[src/rtl/decryption_cfg_arbiter.sv]
// Round-robin arbiter/sequencer that lets a host port and a key loader share
// the decryption register bank access port, one transaction at a time.

module decryption_cfg_arbiter_port #(
  parameter int reg_width = 16
) (
  input  logic                 clk,
  input  logic                 rst_n,
  input  logic                 fire_i,
  input  logic [reg_width-1:0] rdata_i,
  input  logic                 err_i,
  output logic                 ack_o,
  output logic [reg_width-1:0] rdata_o,
  output logic                 err_o
);
  logic                 ack_q, ack_d;
  logic [reg_width-1:0] rdata_q, rdata_d;
  logic                 err_q, err_d;

  // Response fields are zero on every cycle except this port's ack cycle.
  always_comb begin
    ack_d   = fire_i;
    rdata_d = fire_i ? rdata_i : '0;
    err_d   = fire_i & err_i;
  end

  always_ff @(posedge clk) begin
    if (!rst_n) begin
      ack_q   <= 1'b0;
      rdata_q <= '0;
      err_q   <= 1'b0;
    end else begin
      ack_q   <= ack_d;
      rdata_q <= rdata_d;
      err_q   <= err_d;
    end
  end

  assign ack_o   = ack_q;
  assign rdata_o = rdata_q;
  assign err_o   = err_q;
endmodule

module decryption_cfg_arbiter #(
  parameter int addr_width = 8,
  parameter int reg_width  = 16,
  parameter int TIMEOUT    = 4
) (
  input  logic                  clk,
  input  logic                  rst_n,
  input  logic                  req0,
  input  logic                  we0,
  input  logic [addr_width-1:0] addr0,
  input  logic [reg_width-1:0]  wdata0,
  input  logic                  req1,
  input  logic                  we1,
  input  logic [addr_width-1:0] addr1,
  input  logic [reg_width-1:0]  wdata1,
  output logic                  ack0,
  output logic [reg_width-1:0]  rdata0,
  output logic                  err0,
  output logic                  ack1,
  output logic [reg_width-1:0]  rdata1,
  output logic                  err1,
  output logic                  busy,
  output logic [addr_width-1:0] m_addr,
  output logic                  m_read,
  output logic                  m_write,
  output logic [reg_width-1:0]  m_wdata,
  input  logic [reg_width-1:0]  m_rdata,
  input  logic                  m_done,
  input  logic                  m_error
);
  localparam int NUM_PORTS = 2;

  localparam logic [1:0] S_IDLE  = 2'd0;
  localparam logic [1:0] S_ISSUE = 2'd1;
  localparam logic [1:0] S_WAIT  = 2'd2;
  localparam logic [1:0] S_RESP  = 2'd3;

  typedef struct packed {
    logic                  we;
    logic [addr_width-1:0] addr;
    logic [reg_width-1:0]  wdata;
  } cfg_req_t;

  logic     [NUM_PORTS-1:0] req_v;
  cfg_req_t [NUM_PORTS-1:0] req_pkt;

  assign req_v      = {req1, req0};
  assign req_pkt[0] = {we0, addr0, wdata0};
  assign req_pkt[1] = {we1, addr1, wdata1};

  logic [1:0] state_q, state_d;
  logic       owner_q, owner_d;
  logic       last_q, last_d;
  cfg_req_t   txn_q, txn_d;
  logic [7:0] cnt_q, cnt_d;
  logic       m_read_q, m_read_d;
  logic       m_write_q, m_write_d;
  logic       busy_q, busy_d;

  logic                 grant;
  logic                 timeout_hit;
  logic                 rsp_fire;
  logic                 rsp_err;
  logic [reg_width-1:0] rsp_rdata;

  always_comb begin
    // On a tie the port that did not win last time gets the grant.
    grant       = (&req_v) ? ~last_q : req_v[1];
    timeout_hit = (cnt_q == 8'(TIMEOUT - 1));
    rsp_fire    = (state_q == S_WAIT) && (m_done || timeout_hit);
    rsp_err     = m_done ? m_error : 1'b1;
    rsp_rdata   = (m_done && !txn_q.we) ? m_rdata : '0;

    state_d   = state_q;
    owner_d   = owner_q;
    last_d    = last_q;
    txn_d     = txn_q;
    cnt_d     = cnt_q;
    m_read_d  = 1'b0;
    m_write_d = 1'b0;

    case (state_q)
      S_IDLE: begin
        if (|req_v) begin
          owner_d   = grant;
          txn_d     = req_pkt[grant];
          m_write_d = req_pkt[grant].we;
          m_read_d  = ~req_pkt[grant].we;
          state_d   = S_ISSUE;
        end
      end
      S_ISSUE: begin
        cnt_d   = '0;
        state_d = S_WAIT;
      end
      S_WAIT: begin
        if (rsp_fire) state_d = S_RESP;
        else          cnt_d   = cnt_q + 8'd1;
      end
      S_RESP: begin
        last_d  = owner_q;
        state_d = S_IDLE;
      end
      default: state_d = S_IDLE;
    endcase

    busy_d = (state_d != S_IDLE);
  end

  always_ff @(posedge clk) begin
    if (!rst_n) begin
      state_q   <= S_IDLE;
      owner_q   <= 1'b0;
      last_q    <= 1'b1;
      txn_q     <= '0;
      cnt_q     <= '0;
      m_read_q  <= 1'b0;
      m_write_q <= 1'b0;
      busy_q    <= 1'b0;
    end else begin
      state_q   <= state_d;
      owner_q   <= owner_d;
      last_q    <= last_d;
      txn_q     <= txn_d;
      cnt_q     <= cnt_d;
      m_read_q  <= m_read_d;
      m_write_q <= m_write_d;
      busy_q    <= busy_d;
    end
  end

  assign busy    = busy_q;
  assign m_read  = m_read_q;
  assign m_write = m_write_q;
  assign m_addr  = txn_q.addr;
  assign m_wdata = txn_q.wdata;

  logic [NUM_PORTS-1:0]                ack_v, err_v;
  logic [NUM_PORTS-1:0][reg_width-1:0] rdata_v;

  for (genvar i = 0; i < NUM_PORTS; i++) begin : g_port
    decryption_cfg_arbiter_port #(.reg_width(reg_width)) u_port (
      .clk     (clk),
      .rst_n   (rst_n),
      .fire_i  (rsp_fire && (owner_q == 1'(i))),
      .rdata_i (rsp_rdata),
      .err_i   (rsp_err),
      .ack_o   (ack_v[i]),
      .rdata_o (rdata_v[i]),
      .err_o   (err_v[i])
    );
  end

  assign ack0   = ack_v[0];
  assign ack1   = ack_v[1];
  assign rdata0 = rdata_v[0];
  assign rdata1 = rdata_v[1];
  assign err0   = err_v[0];
  assign err1   = err_v[1];
endmodule
[config.mk]
export PLATFORM = sky130hd
export DESIGN_NAME = decryption_cfg_arbiter
export DESIGN_NICKNAME = d
export VERILOG_FILES = /design/src/rtl/decryption_cfg_arbiter.sv
export SDC_FILE = /design/constraint.sdc
export NUM_CORES = 1
export LEC_CHECK = 0
export CAP_MARGIN = 20
export CORE_MARGIN = 5
export CORE_UTILIZATION = 35
export CTS_CLUSTER_DIAMETER = 150
export DETAILED_ROUTE_END_ITERATION = 7
export GPL_TIMING_DRIVEN = 0
export PLACE_DENSITY_LB_ADDON = 0.15
export SLEW_MARGIN = 25
export SYNTH_ARGS = -nofsm -noshare
export SYNTH_HDL_FRONTEND = slang
export SYNTH_HIERARCHICAL = 1
export SYNTH_SLANG_ARGS = --single-unit
[constraint.sdc]
create_clock -name clk -period 3.6 [get_ports clk]
set_input_delay 0.54 -clock clk [delete_from_list [all_inputs] [get_ports clk]]
set_output_delay 0.54 -clock clk [all_outputs]
set_load 0.005 [all_outputs]
# Word-level counts from Yosys, hierarchy flattened
# Cells that the tools add are included.
# totals
inputBits,72
elab_cells,54
regBits,76
output_inout_bits,63
# op_classes
eq_ne,5
order_cmp,1
reduce_logical,16
addsub,1
mux,10
bitwise_logic,5
# ops
cell,count
25-bit 2-to-1 mux,2
16-bit 2-to-1 mux,1
8-bit case mux with 2 select lines,1
2-bit AND reduction,5
"8-bit by 1-bit adder with 8-bit output, second input constant",1
"8-bit by 2-bit == test with 1-bit output, second input constant",1
8-bit 2-to-1 mux,1
2-bit case mux with 4 select lines,1
"2-bit == test, second input constant",2
1-bit logical AND,4
2-bit 2-to-1 mux,2
2-bit nonzero test,2
1-bit NOT,3
3-bit AND reduction,1
1-bit AND,2
"2-bit by 1-bit == test with 1-bit output, second input constant",1
2-bit zero test,1
"1-bit by 2-bit less-than comparator with 1-bit output, second input constant",1
1-bit 2-to-1 mux,2
"2-bit != test, second input constant",1
2-bit OR reduction,1
1-bit zero test,1
1-bit logical OR,1

# Longest topological paths before layout
# Gate-level depths: netlist of the first run.
# logic_depth
depth_word,6
mapped_depth,8
mapped_depth_nobuf,6

# Cells and area by module
# The synthesis of the first run kept the hierarchy.
# by_module_without_submodules
mod,cells_per_inst,seq_area_each_um2,n_inst,area_per_inst_um2
decryption_cfg_arbiter,238,800.8,1,2122.0
decryption_cfg_arbiter_port,38,360.3,2,506.7

# Worst setup path before layout of the first run
# Ideal clock, no wire load.
# synth_timing
path_kind,register -> register
from,register cnt_q[0]
to,register g_port[0].u_port.rdata_q[4]
stages_incl_launch_ff,8
arrival_ns,1.652
period_less_slack_ns,1.711
t_required_ns,3.541
n_path_buf,1
setup_slack_ns,1.889
setup_time_ns,0.059
cell_sequence,dfxtp_1 > ha_1 > nor4b_1 > and2_1 > o21ai_0 > nor2_1 > buf_6 > and3_2
# synth_via
elab_chain_len,5
# synth_lines
item,line,text
start: declaration,98,"logic [7:0] cnt_q, cnt_d;"
start signal: assignment,168,cnt_q <= cnt_d;
8-bit by 2-bit == test with 1-bit output,112,timeout_hit = (cnt_q == 8'(TIMEOUT - 1));
1-bit logical OR,113,rsp_fire = (state_q == S_WAIT) && (m_done || timeout_hit);
1-bit logical AND,113,
1-bit logical AND,188,".fire_i (rsp_fire && (owner_q == 1'(i))),"
2-bit AND reduction (no source line),n/a,
end signal: assignment,34,rdata_q <= rdata_d;
end: declaration,17,"logic [reg_width-1:0] rdata_q, rdata_d;"
# Every way passes these cells.
# A chain may end at the register's enable or synchronous reset.

==> results of run 1 <==
==> area by class of cell <==
type                            count  area share
Buffer                             39      0.0611
Clock buffer                        9      0.0257
Clock inverter                      5      0.0164
Inverter                            4     0.00312
Multi-Input combinational cell    195       0.271
Sequential cell                    76       0.316
Tap cell                          108      0.0281
Timing Repair Buffer              134       0.279
==> layer usage <==
layer,vias to the layer above,global-route usage,routed length [um]
li1,1332,-,-
met1,1137,0.171,3610
met2,95,0.223,3620
met3,7,0.0666,741
met4,0,0.0356,79
met5,-,0,0
==> per-stage QoR <==
step	cells	power [W]	hold slack [ns]
2_1_floorplan	314	0.00144	0.426
4_1_cts	570	0.00249	0.455
3_5_place_dp	556	0.00181	0.444
6_report	570	0.00245	0.450
5_1_grt	570	0.00260	0.482
3_3_place_gp	556	0.00179	0.435
==> logic make-up after synthesis <==
logic type,count (synthesis),share of synthesized area
and+or+nand+nor,117,0.209
DFF,76,0.485
buffers and inverters,43,0.0986
AOI/OAI and AO/OA,42,0.0890
muxes,26,0.0830
adders and majority gates,6,0.0239
xor gates and xnor gates,4,0.0112
==> worst max-delay path: stages <==
cell	delay [ns]
clkdlybuf4s50_1	0.99
and2_1	0.22
buf_2	0.17
clkbuf_1	0.40
nand2_1	0.09
o21ai_0	0.09
==> worst max-delay path by stage <==
stage / end / cells past startpoint
global route: g_port[1].u_port/rdata_o[11] / 7
floorplan: g_port[0].u_port/rdata_o[4] / 7
CTS: m_wdata[7] / 4
detailed placement: m_wdata[7] / 6
global placement: m_wdata[12] / 4
finish: m_wdata[4] / 6
==> cell usage in the layout, fill, tap and decap left out, types with 3 or more instances in the layout <==
cell type | netlist | routed
nor2_1 | 8 | 8
o21ai_1 | 4 | 4
nand3_1 | 6 | 6
nand2_1 | 33 | 33
xnor2_1 | 4 | 4
and3_2 | 16 | 16
mux2i_1 | 26 | 26
inv_1 | 4 | 4
clkbuf_1 | 6 | 6
a21oi_1 | 3 | 3
nor2b_1 | 4 | 4
buf_6 | 7 | 7
dfxtp_1 | 76 | 76
clkdlybuf4s50_1 | 0 | 134
and2_1 | 19 | 19
buf_4 | 25 | 25
ha_1 | 6 | 6
o21ai_0 | 24 | 24
and3_1 | 19 | 19
clkbuf_8 | 0 | 9
==> flip-flops by register name (all words and copies together) (netlist names), 2 cells and up <==
signal                 count
m_wdata                   16
g_port.u_port/err_o        2
m_addr                     8
state_q                    2
g_port.u_port/ack_o        2
cnt_q                      8
g_port.u_port/rdata_o     32
==> power breakdown <==
part           switching [W]  internal (W)
Clock               0.000293      0.000382
Sequential         0.0000574      0.000953
Combinational       0.000317      0.000448
Total               0.000668       0.00178
==> run metrics, run 1 <==
status=complete, no violations; vias per cell=around 4.5; final clock skew=~0.010 ns; clock sinks=76; Endpoint, Worst Hold=m_addr[6]; Initial Util=0.360; WL/cell=around 14 um; io pins=between 100 and 150; CP Class=in -> reg; Crit. End Element=flop; DR pass1 iterations=4; Slew Viols, Final=0; H-tree depth=3; port bufs=approximately 130; Longest Clk Path Bufs=2; hold buffers post-CTS=0; worst hold path depth=2; RSZ-0062 raised after global routing=false; Post-synth ARST share=0; CP Max Fanout=24; # fillers=around 780; GRT overflow=0; routed vias=about 2600; top post-synthesis cells by count=dfxtp_1, nand2_1, mux2i_1; syn nets=roughly 390; largest cells by area after synthesis=dfxtp_1, mux2i_1, buf_4, nand2_1, o21ai_0; Routed Antenna Nets=0; Root Buffer=clkbuf_8; Syn Area/Cell=9.99 um^2; die width=~100 um; period utilization=0.626; first-pass GRT wire length=between 10000 and 15000 um; drt total wl=8050 um; synth warn=6; dpl ws=about 0.98 ns; footprint of the multi-input gates=around 1300 um^2; initial antenna violation count=0; FF/Latch Area=~1500 um^2; Setup Viol. Count Final=0; Mapped Area=3140 um^2; Residual DRC=0; dominant cell type by area after synthesis=dfxtp_1; cts bufs inserted=9; Post-Syn Instances=314; Worst VDD drop=0.197 mV; cell with the most instances after synthesis=dfxtp_1; Post-CTS Resized=0; Cell Area, Placed=roughly 4600 um^2; Layout Utilization=0.552; MaxCap Viol Count=0; Synth Flop Type=dfxtp_1; Max-Slew Margin vs Limit=0.461; flop-to-flop setup slack=approximately 1.4 ns; Period minus WS final=about 2.3 ns; DPL Wire Length=6050 um; clock slew at reported path FFs=about 0.080 ns; core box area=approximately 8700 um^2; Slew @ Worst Pin=approximately 0.81 ns; layout cells sized above 1=0.149; post-CTS setup buffers=0; startpoint types=input pin; Setup TNS=0 ns; GRT Overall Usage=0.140; Clk Latency, worst-skew pair=0.33 ns; share of the synthesized area in the top cell type=0.485; FP Rows=34; Placer Congestion=about 0.73; number of global-route vias before repair=~2500; # nets final=537; Seq/Total Area, Yosys=0.485; Fin. Hold Viols=0; antenna cell count=0; fin area=4810 um^2; largest net degree at the start of global routing=25; y dimension of the die=roughly 100 um; Leak=1.97 nW; setup ws final=~1.3 ns; Critical Path Start=rst_n; Netlist cell types=37; Worst Path Required=slightly below 4 ns; r2r endpoint=g_port[0].u_port/rdata_o[4]; FF-to-FF path depth=7; EDFF count, synth=0; CTS tree=done; DIE AREA=approximately 11000 um^2; Seq cells post-synth=76; 1st-iter DRT viols=just under 70; Layout area overhead=53.6%; Hold Startpoint=m_addr[6]; FF-to-FF Start=cnt_q[0]; pwr dens=between 500 and 600 nW/um^2; Max Fclk=0.444 GHz; Worst Hold Class=reg -> reg; critical path data arrival time=2.51 ns
Power figures use the tool's default switching activity.
==> run 2, diff against run 1 <==
==> constraint.sdc (replaced) <==
create_clock -name clk -period 1.9 [get_ports clk]
set_input_delay 0.285 -clock clk [delete_from_list [all_inputs] [get_ports clk]]
set_output_delay 0.285 -clock clk [all_outputs]
set_load 0.005 [all_outputs]
==> run 2 against run 1 <==
  * Combinational power up 92%
  * Flip-flop and latch count unchanged
  * Sequential share of layout area is 0.27 points lower
  * Global-route usage up 0.13 points
  * Non-clock buffer count increased by 4
  * Clock skew barely moved
  * Hold slack is essentially flat
  * Clock power grew 91%
  * Register-to-register slack worse by 1.3 ns
  * Sequential power up 90%
  * Count of clock-buffer cells in the layout is the same
  * Critical endpoint is now cnt_q[5]
  * Largest cell class unchanged
==> run metrics, run 2 (synthesis gave the netlist of run 1 again) <==
Routed Antenna Nets=0; die width=between 100 and 150 um; routed vias=~2600; largest net degree at the start of global routing=25; 1st-iter DRT viols=70; Crit. End Element=flop; vias per cell=4.50; Slew @ Worst Pin=between 0.7 and 0.8 ns; Clk network pwr share=0.275; y dimension of the die=between 100 and 150 um; number of global-route vias before repair=around 2600; H-tree depth=3; MaxCap Viol Count=0; GRT Overall Usage=0.141; Worst VDD drop=0.375 mV; Max Fclk=between 0.5 and 0.6 GHz; WL/cell=between 10 and 15 um; CP top delay family=flip-flops; Clk Latency, worst-skew pair=around 0.34 ns; Worst Hold Class=reg -> reg; clock slew at reported path FFs=~0.08 ns; Placer Congestion=roughly 0.73; startpoint types=flop; Psw=between 0.001 and 0.0015 W; clock sinks=76; CTS tree=done; sw frac=0.274; commonest non-fill, non-tap cell in the layout=clkdlybuf4s50_1; FP Rows=34; FF/Latch Area=1520 um^2; Slew Viols, Final=0; most frequent cells in the layout=clkdlybuf4s50_1, dfxtp_1, nand2_1; io pins=135; cts bufs inserted=9; status=complete, no violations; pwr dens=around 960 nW/um^2; DIE AREA=between 10000 and 15000 um^2; Setup TNS=0 ns; critical path data arrival time=~2 ns; DR pass1 iterations=4; core box area=between 8000 and 9000 um^2; # fillers=around 780; footprint of the multi-input gates=~1300 um^2; initial antenna violation count=0; hold_ws=between 0.4 and 0.5 ns; CP Max Fanout=9; final clock skew=~0.0097 ns; Gate power share=0.315; hold buffers post-CTS=0; CP Class=reg -> reg; Worst Path Required=2.12 ns; Initial Util=0.360; Power Total=approximately 0.0047 W; drt total wl=just over 8000 um; sequential power share=0.410; first-pass GRT wire length=about 13000 um; # nets final=between 500 and 600; RSZ-0062 raised after global routing=false; port bufs=around 130; layout cells sized above 1=0.176; Worst path max stage delay=around 0.4 ns; Longest Clk Path Bufs=2; Max-Slew Margin vs Limit=0.478; Setup Viol. Count Final=0; Fin. Hold Viols=0; max reg flops=32; critical path's slowest cell=dfxtp_1; Leak=between 1.5 and 2 nW; CP Buf/Inv Count=2; Int Pwr=about 0.0034 W; Root Buffer=clkbuf_8; DPL Wire Length=around 6000 um; period utilization=0.918; Period minus WS final=approximately 1.7 ns; antenna cell count=0; Layout area overhead=55.1%; Residual DRC=0; CP Cell Sequence=inv_1 -> ha_1 -> nand2b_1 -> buf_6 -> a2111oi_4 -> xnor2_1 -> nor2_1; GRT overflow=0
run 2: cell types whose count changed in the layout (fill, tap and decap cells not counted), moves of 2 or more:
cell      delta
nor2_1       -2
dfxtp_2      +2
dfxtp_1      -2
buf_4        +4
nor2_2       +2
clkbuf_2     +2
clkbuf_1     -2
run 2: path summary, 6_finish.rpt:
path / start / to / slack (ns) / cells after the start
max: state_q[0] / cnt_q[5] / 0.16 / 7
min: m_addr[6] / m_addr[6] / 0.45 / 2
max reg2reg: state_q[0] / cnt_q[5] / 0.16 / 7
min reg2reg: m_addr[6] / m_addr[6] / 0.45 / 2
run 2: tightest hold or removal path, stage by stage (launching register included):
cell and delay [ns]:
dfxtp_1 0.31, nand2_1 0.05, o21ai_1 0.05
run 2: through the flow:
stage / setup slack [ns] / instance area, um^2 / util / std cells
3_3_place_gp: -0.399 / 4610 / 0.529 / 556
6_report: 0.156 / 4860 / 0.558 / 574
4_1_cts: 0.0434 / 4850 / 0.557 / 574
3_5_place_dp: -0.466 / 4610 / 0.529 / 556
2_1_floorplan: 0.189 / 3140 / - / 314
5_1_grt: 0.00248 / 4860 / 0.558 / 574
run 2: what timing repair did:
action,CTS,global route
buffers inserted,4,0
resized for setup,4,9
pin swaps,2,1
setup endpoints to repair,56,48
run 2: power groups by stage:
stage / Combinational [W] / Sequential, W / Clock [W]
after floorplan: 0.000799 / 0.00193 / 0
after global placement: 0.00144 / 0.00194 / 0
after detailed placement: 0.00147 / 0.00195 / 0
after CTS: 0.00149 / 0.00192 / 0.00132
after global routing: 0.00161 / 0.00195 / 0.00139
final: 0.00147 / 0.00192 / 0.00129
run 2: cell type report:
cell class,count,area share
sequential,76,0.313
timing repair buffer,138,0.282
multi-input combinational,195,0.272
buffer,39,0.0610
tap,108,0.0278
clock buffer,9,0.0255
clock inverter,5,0.0162
inverter,4,0.00309
run 2: metal layers:
layer	vias up	global-route usage	part of all wire
met5	-	0	0
met4	0	0.0356	0.0067
met3	6	0.0666	0.093
met2	92	0.226	0.45
met1	1144	0.173	0.45
li1	1340	-	-
==> run 3, diff against run 2 <==
--- a/config.mk
+++ b/config.mk
@@ -6,6 +6,7 @@
 export NUM_CORES = 1
 export LEC_CHECK = 0
 export CAP_MARGIN = 20
+export CORE_ASPECT_RATIO = 1.4
 export CORE_MARGIN = 5
 export CORE_UTILIZATION = 35
 export CTS_CLUSTER_DIAMETER = 150
==> constraint.sdc (replaced) <==
create_clock -name clk -period 1.9 [get_ports clk]
set_input_delay 0.285 -clock clk [delete_from_list [all_inputs] [get_ports clk]]
set_output_delay 0.285 -clock clk [all_outputs]
set_load 0.01 [all_outputs]
==> run 3 against run 2 <==
  * Die area increased by 0.25%
  * Non-clock buffer count increased by 1
  * Hold slack about the same
  * Via count increased by 1.5%
  * Register-to-register slack got worse by 0.04 ns
  * Core utilization increased by 0.50 points
  * Routed wire length decreased by 0.61%
  * Combinational power increased by 4%
==> run metrics, run 3 (synthesis gave the netlist of run 1 again) <==
initial antenna violation count=0; port bufs=~130; 1st-iter DRT viols=70; worst hold path depth=2; Leak=around 2 nW; clock sinks=76; final clock skew=0.00686 ns; Worst Hold Class=reg -> reg; H-tree depth=3; Root Buffer=clkbuf_16; sw frac=0.270; GRT Overall Usage=0.152; Slew Viols, Final=0; flop-to-flop setup slack=approximately 0.12 ns; Layout Utilization=0.563; FP Rows=41; die width=about 90 um; Layout area overhead=59.3%; Crit. End Element=flop; DPL Wire Length=6110 um; Longest Clk Path Bufs=2; Clk network pwr share=0.349; Max Fclk=0.562 GHz; sequential power share=0.362; antenna cell count=0; MaxCap Viol Count=0; startpoint types=flop; y dimension of the die=122 um; Clk Latency, worst-skew pair=approximately 0.34 ns; routed vias=~2600; WL/cell=14.1 um; most frequent cells in the layout=clkdlybuf4s50_1, dfxtp_1, nand2_1; vias per cell=~4.6; Hold Startpoint=m_addr[3]; CP Class=reg -> reg; period utilization=0.936; Placer Congestion=between 0.7 and 0.8; Worst VDD drop=around 0.70 mV; io pins=between 100 and 150; Fin. Hold Viols=0; status=complete, no violations; Slew @ Worst Pin=0.750 ns; Routed Antenna Nets=0; core box area=slightly below 9000 um^2; cts bufs inserted=9; layout cells sized above 1=0.179; Residual DRC=0; Gate power share=0.289; commonest non-fill, non-tap cell in the layout=clkdlybuf4s50_1; FF-to-FF path depth=7; CTS tree=done; number of global-route vias before repair=2716; Setup Viol. Count Final=0; Cell Area, Placed=about 4600 um^2; max reg flops=32; Psw=between 0.001 and 0.0015 W; drt total wl=between 8000 and 9000 um; fin area=approximately 5000 um^2; r2r endpoint=g_port[1].u_port/rdata_o[5]; Period minus WS final=approximately 1.8 ns; DR pass1 iterations=5; clock slew at reported path FFs=approximately 0.060 ns; first-pass GRT wire length=13300 um; Int Pwr=between 0.003 and 0.004 W; FF-to-FF Start=cnt_q[0]; DIE AREA=between 10000 and 15000 um^2; CP Max Fanout=10; Initial Util=0.353; largest net degree at the start of global routing=25; critical path data arrival time=around 2.1 ns; Worst Path Required=2.18 ns; RSZ-0062 raised after global routing=false; # nets final=between 500 and 600; pwr dens=roughly 1100 nW/um^2; hold buffers post-CTS=0; Max-Slew Margin vs Limit=0.500; GRT overflow=0; Endpoint, Worst Hold=m_addr[3]
-- run 3: changes by cell type in the layout (fill, tap and decap cells not counted), sizes merged --
| cell | change |
|---|---|
| clkbuf | +2 |
| buf | +1 |
| clkinvlp | +1 |
| clkinv | -1 |
-- run 3: per-layer routing --
metal,wire length [um],vias to the layer above,global-route usage
met5,0,-,0
met4,167,0,0.0717
met3,574,12,0.0599
met2,4090,81,0.258
met1,3270,1188,0.167
li1,-,1340,-
-- run 3: worst max-delay path by stage --
stage	start	end	slack, ns	cells past startpoint
after floorplan	cnt_q[0]	g_port[0].u_port/rdata_o[4]	0.19	7
after global placement	rst_n	m_addr[5]	-0.37	4
after detailed placement	rst_n	m_wdata[15]	-0.49	4
after CTS	cnt_q[0]	g_port[1].u_port/rdata_o[0]	0.06	7
after global routing	cnt_q[0]	g_port[1].u_port/rdata_o[4]	0.003	7
final	cnt_q[0]	g_port[1].u_port/rdata_o[5]	0.12	7
-- run 3: worst max-delay path, stage by stage (launching register included) --
cell and delay, ns:
dfxtp_1 0.39, ha_2 0.23, nor4b_2 0.22, and2_1 0.18, o21ai_0 0.14, nor2_2 0.24, buf_6 0.17, and3_2 0.16
-- run 3: layout make-up --
type,count,area [um^2]
fill,842,3880
sequential,76,1520
timing repair buffer,139,1380
multi-input combinational,195,1320
buffer,39,299
clock buffer,11,243
tap,107,134
clock inverter,5,85.1
inverter,4,15.0
-- run 3: metrics by stage --
step	instances	TNS [ns]	total power, W	hold slack [ns]	worst slack, ns
floorplan	314	0	0.00280	0.426	0.189
global placement	555	-15.95	0.00345	0.438	-0.372
detailed placement	555	-17.13	0.00348	0.443	-0.486
CTS	576	0	0.00537	0.453	0.0569
global route	576	0	0.00563	0.474	0.00308
finish	576	0	0.00531	0.449	0.121
-- run 3: power by group through the flow --
stage               Sequential [W]  Clock [W]  Combinational, W
CTS                        0.00192    0.00190           0.00156
global placement           0.00195          0           0.00150
finish                     0.00192    0.00185           0.00153
detailed placement         0.00195          0           0.00153
floorplan                  0.00194          0          0.000855
global route               0.00195    0.00197           0.00171
-- run 3: repair_timing --
action / in CTS / in global routing
pin swaps: 3 / 2
buffers inserted: 5 / 0
setup endpoints to repair: 56 / 50
resized for setup: 4 / 10
